## src/rtl/lock_pkg.sv

```systemverilog
// Shared types and helpers for the keypad-lock support controller.
package lock_pkg;

  typedef enum logic [1:0] {P_IDLE, P_RUN, P_DONE}     pen_state_t;
  typedef enum logic [1:0] {R_LOCKED, R_OPEN, R_PULSE} rel_state_t;

  // Counter width for a modulus n; never collapses to zero bits when n == 1.
  function automatic int cw(input int n);
    return (n > 1) ? $clog2(n) : 1;
  endfunction

endpackage

```

## src/rtl/lock_down_timer.sv

```systemverilog
// Tick-driven interval timer: start (re)loads zero, expired pulses on the final tick.
module lock_down_timer
  import lock_pkg::*;
#(
  parameter int TICKS = 5000
) (
  input  logic clk,
  input  logic rst,
  input  logic start,
  input  logic tick,
  output logic running,
  output logic expired
);

  localparam int CW = cw(TICKS);

  logic [CW-1:0] cnt_q, cnt_d;
  logic          run_q, run_d;

  always_comb begin
    expired = run_q && tick && (cnt_q == CW'(TICKS-1));
    cnt_d   = cnt_q;
    run_d   = run_q;
    if (start) begin
      cnt_d = '0;
      run_d = 1'b1;
    end else if (expired) begin
      cnt_d = '0;
      run_d = 1'b0;
    end else if (run_q && tick) begin
      cnt_d = cnt_q + 1'b1;
    end
  end

  always_ff @(posedge clk) begin
    if (rst) begin
      cnt_q <= '0;
      run_q <= 1'b0;
    end else begin
      cnt_q <= cnt_d;
      run_q <= run_d;
    end
  end

  assign running = run_q;

endmodule

```

## src/rtl/lock_support_ctrl.sv

```systemverilog
// Error counter, penalty timer and relock timer serving the keypad-lock FSM.
module lock_support_ctrl
  import lock_pkg::*;
#(
  parameter int TICK_DIV      = 1000,
  parameter int MAX_ERR       = 3,
  parameter int PENALTY_TICKS = 5000,
  parameter int RELOCK_TICKS  = 3000
) (
  input  logic                         clk,
  input  logic                         rst,
  input  logic                         CLRCNTR,
  input  logic                         INC,
  input  logic                         CLRTIMER,
  input  logic                         UNLOCK,
  input  logic                         lock_req,
  output logic                         ECNT3,
  output logic                         WAITDONE,
  output logic                         LOCKED,
  output logic                         bolt_open,
  output logic                         penalty_active,
  output logic [$clog2(MAX_ERR+1)-1:0] err_count
);

  localparam int EW = $clog2(MAX_ERR+1);
  localparam int PW = cw(TICK_DIV);

  logic [PW-1:0] pre_q, pre_d;
  logic [EW-1:0] err_q, err_d;
  pen_state_t    pen_q, pen_d;
  rel_state_t    rel_q, rel_d;
  logic          tick;
  logic          pen_running, pen_expired;
  logic          rel_start, rel_expired;
  logic          unused_rel_running;

  // Free-running prescaler; timer starts never realign it.
  always_comb begin
    tick  = (pre_q == PW'(TICK_DIV-1));
    pre_d = tick ? '0 : pre_q + 1'b1;
  end

  always_comb begin
    err_d = err_q;
    if (CLRCNTR)                              err_d = '0;
    else if (INC && err_q != EW'(MAX_ERR))    err_d = err_q + 1'b1;
  end

  lock_down_timer #(.TICKS(PENALTY_TICKS)) u_pen_tmr (
    .clk     (clk),
    .rst     (rst),
    .start   (CLRTIMER),
    .tick    (tick),
    .running (pen_running),
    .expired (pen_expired)
  );

  // A relock timer left running by a manual lock is harmless: its expiry is
  // ignored outside R_OPEN and the next UNLOCK reloads it.
  assign rel_start = UNLOCK && (rel_q != R_PULSE);

  lock_down_timer #(.TICKS(RELOCK_TICKS)) u_rel_tmr (
    .clk     (clk),
    .rst     (rst),
    .start   (rel_start),
    .tick    (tick),
    .running (unused_rel_running),
    .expired (rel_expired)
  );

  always_comb begin
    pen_d = pen_q;
    if (CLRTIMER) begin
      pen_d = P_RUN;
    end else begin
      case (pen_q)
        P_IDLE:  pen_d = P_IDLE;
        P_RUN:   if (pen_expired) pen_d = P_DONE;
        P_DONE:  pen_d = P_DONE;
        default: pen_d = P_IDLE;
      endcase
    end
  end

  always_comb begin
    rel_d = rel_q;
    case (rel_q)
      R_LOCKED: if (UNLOCK) rel_d = R_OPEN;
      R_OPEN: begin
        if (UNLOCK)                       rel_d = R_OPEN;
        else if (lock_req || rel_expired) rel_d = R_PULSE;
      end
      R_PULSE:  rel_d = R_LOCKED;
      default:  rel_d = R_LOCKED;
    endcase
  end

  always_ff @(posedge clk) begin
    if (rst) begin
      pre_q <= '0;
      err_q <= '0;
      pen_q <= P_IDLE;
      rel_q <= R_LOCKED;
    end else begin
      pre_q <= pre_d;
      err_q <= err_d;
      pen_q <= pen_d;
      rel_q <= rel_d;
    end
  end

  assign err_count      = err_q;
  assign ECNT3          = (err_q == EW'(MAX_ERR));
  assign WAITDONE       = (pen_q == P_DONE);
  assign penalty_active = pen_running;
  assign LOCKED         = (rel_q == R_PULSE);
  assign bolt_open      = (rel_q == R_OPEN);

endmodule

```

## config.mk

```make
export PLATFORM = sky130hd
export DESIGN_NAME = lock_support_ctrl
export DESIGN_NICKNAME = d
export VERILOG_FILES = /design/src/rtl/lock_pkg.sv /design/src/rtl/lock_down_timer.sv /design/src/rtl/lock_support_ctrl.sv
export SDC_FILE = /design/constraint.sdc
export NUM_CORES = 1
export LEC_CHECK = 0
export ABC_AREA = 1
export CAP_MARGIN = 10
export CORE_UTILIZATION = 45
export DETAILED_ROUTE_END_ITERATION = 8
export GPL_ROUTABILITY_DRIVEN = 0
export PLACE_DENSITY_LB_ADDON = 0.08
export SETUP_SLACK_MARGIN = 0.2
export SKIP_LAST_GASP = 1
export SLEW_MARGIN = 20
export SYNTH_ARGS = -nofsm -noshare
export SYNTH_HDL_FRONTEND = slang
export SYNTH_SLANG_ARGS = --single-unit
```

## constraint.sdc

```tcl
create_clock -name clk -period 1.8 [get_ports clk]
set_clock_uncertainty 0.2 [all_clocks]
set_input_delay 0.27 -clock clk [delete_from_list [all_inputs] [get_ports clk]]
set_output_delay 0.27 -clock clk [all_outputs]
set_load 0.02 [all_outputs]
```

==> results_dict.tcl <==
set metrics [dict create \
    wl_um 4930 \
    syn-num-nets 354 \
    syn2layout_area_growth_pct 34.2 \
    syn_inst 341 \
    drv_cap 0 \
    worstMarginPinSlew_ps 391 \
    min_period_ps 1720 \
    post_drt_wl_per_cell_um 10.9 \
    p_leak_uw 0.00126 \
    synth_seq_area_share 0.373 \
    grt_max_degree 13 \
    relSlewSlack 0.738 \
    crit_start "pre_q[0]$_SDFF_PP0_" \
    ctsHoldBuffers 0 \
    dp_hpwl_um 3400 \
    postRouteAntennaNets 0 \
    p_seq_frac 0.572 \
    drive_gt1_frac 0.282 \
    cp.arrival_ps 1710 \
    firstDrtPassIters 4 \
    ff2ff_path_depth 9 \
    slew_viol_final 0 \
    syn_area_per_cell_um2 6.77 \
    via_per_inst 4.87 \
    required_ps 1790 \
    antenna_found_initial 0 \
    pre_cts_slack_ps -72.5 \
    hold_path_class "flip-flop to flip-flop" \
    power.density_nw_per_um2 554 \
    cts_tree "yes" \
    fin_cells 450 \
    dieArea_um2 5420 \
    yosys_warnings 0 \
    rsz0062_at_grt "true" \
    cts_buffers 5 \
    critical_path.reg2reg.startpoint "pre_q[0]$_SDFF_PP0_" \
    switching_power_uw 394 \
    setup_slack_ps 78.1 \
    rrSetupSlack_ps 80 \
    power_uw 1720 \
    p_int_uw 1320 \
    initial_core_util 0.479 \
    io_pins 14 \
    fin_nets 396 \
    final_cell_mix "nand2_1 (62), inv_1 (51), nor2_1 (38)" \
    worstSetupPathType "flip-flop to flip-flop" \
    cts_num_sinks 43 \
    clkPwrFrac 0.359 \
    final.period_utilization 0.957 \
    place_inst 427 \
    setup_viol 0 \
    fin_tns_setup_ps 0 \
    hold_violations 0 \
    dieWidth_um 73.6 \
    first_iter_violations 96 \
    final_util 0.643 \
    grtUsageTotal 0.199 \
    fp.dieH_um 73.6 \
    status "finished clean" \
    grt_pass1_wl_um 8360 \
    synth_area_um2 2310 \
    endpoint "u_pen_tmr.cnt_q[4]$_SDFFE_PP0P_" \
    core_um2 4820 \
    insertion_delay_ps 290 \
    timing.rr.end "u_pen_tmr.cnt_q[4]$_SDFFE_PP0P_" \
    clk_pin_slew_ps 80 \
    worstSetupEndpointType "flip-flop" \
    antenna_cells 0 \
    vias 2190 \
    clockRootBuffer "clkbuf_8" \
    drc 0 \
    cts_max_level 2 \
    irDropWorstVdd_mv 0.428 \
    synth-seq-cells 43 \
    first_global_vias 1924 \
    swShare 0.229 \
    fmax_mhz 581 \
    final_common_cell "nand2_1" \
    synth_cell_types 27 \
    cp_max_fo 5 \
    port_buffers 13 \
    p_comb_frac 0.068 \
    rows 25 \
    grt_overflow 0 \
    critPathLaunchType "flip-flop" \
    clockBufferDepth 2 \
]
-- worst max-delay path, cell delays in order (launching register included) --
cell     delay, ps
dfxtp_2        360
ha_4           150
nand2_4         60
nor2_4         160
buf_6          120
nand4_4        120
buf_6          180
nor2_4          80
xor2_1         130
nor2_1          60
-- routing by layer --
metal	wire length, um	up-vias	GRT usage
met5	0	-	0
met4	42	0	0.0513
met3	166	4	0.0412
met2	2330	41	0.334
met1	2390	977	0.258
li1	-	1168	-
-- Yosys cell counts, drive strengths merged --
library cell / n / area (um2)
a21boi: 1 / 7.51
a21oi: 23 / 115
buf: 4 / 38.8
clkbuf: 1 / 3.75
dfxtp: 43 / 861
ha: 6 / 75.1
inv: 55 / 206
nand2: 78 / 295
nand3: 28 / 153
nand3b: 2 / 15.0
nand4: 10 / 75.1
nor2: 56 / 255
nor3: 15 / 80.1
nor3b: 1 / 7.51
nor4: 2 / 12.5
o21ai: 8 / 40.0
o21bai: 3 / 22.5
xor2: 5 / 43.8
-- power groups by stage --
stage	combinational, uW	sequential (uW)	clock (uW)
after global placement	108	1000	0
after detailed placement	109	1000	0
final	117	982	616
after floorplan	58.1	1000	0
after global routing	132	984	673
after CTS	111	982	639
-- cell families after synthesis --
kind of cell    after synthesis  share of synthesized area
fa+ha+maj                     6                     0.0325
buf+inv                      60                      0.108
simple gates                192                      0.387
xor+xnor                      5                     0.0190
flops                        43                      0.373
compound gates               35                     0.0803
-- worst min path at each step --
stage,from,endpoint,slack [ps],cells after the start
floorplan,pre_q[0]$_SDFF_PP0_,pre_q[0]$_SDFF_PP0_,210,1
global placement,pre_q[4]$_SDFF_PP0_,pre_q[4]$_SDFF_PP0_,260,2
detailed placement,pre_q[4]$_SDFF_PP0_,pre_q[4]$_SDFF_PP0_,270,2
CTS,pre_q[4]$_SDFF_PP0_,pre_q[4]$_SDFF_PP0_,280,2
global route,pre_q[4]$_SDFF_PP0_,pre_q[4]$_SDFF_PP0_,310,2
finish,pre_q[4]$_SDFF_PP0_,pre_q[4]$_SDFF_PP0_,280,2
-- repair_timing --
action | 4_1_cts | 5_1_grt
buffers inserted | 12 | 3
endpoints found under the setup margin | 48 | 45
pin swaps | 19 | 11
gates resized for setup | 57 | 40
cloned | 1 | 0
hold endpoints to repair | 0 | 0
-- area by class of cell --
cell class | count | area [um2]
clock inverter | 1 | 5.00
clock buffer | 6 | 82.6
timing repair buffer | 40 | 388
sequential | 43 | 871
multi-input combinational | 238 | 1460
fill | 461 | 1720
tap | 67 | 83.8
inverter | 55 | 209
-- metrics by stage --
stage,hold WS (ps),instance area (um2)
CTS,284,2970
detailed placement,271,2590
global placement,260,2590
global route,308,3100
floorplan,208,2320
finish,281,3100
-- state kept, by name, summed over array words and instances (netlist names) --
| register | flops |
|---|---|
| u_rel_tmr.cnt_q | 12 |
| pen_q | 2 |
| u_rel_tmr.running | 1 |
| rel_q | 2 |
| u_pen_tmr.running | 1 |
| err_count | 2 |
| u_pen_tmr.cnt_q | 13 |
| pre_q | 10 |
(Power assumes the default switching activity.)
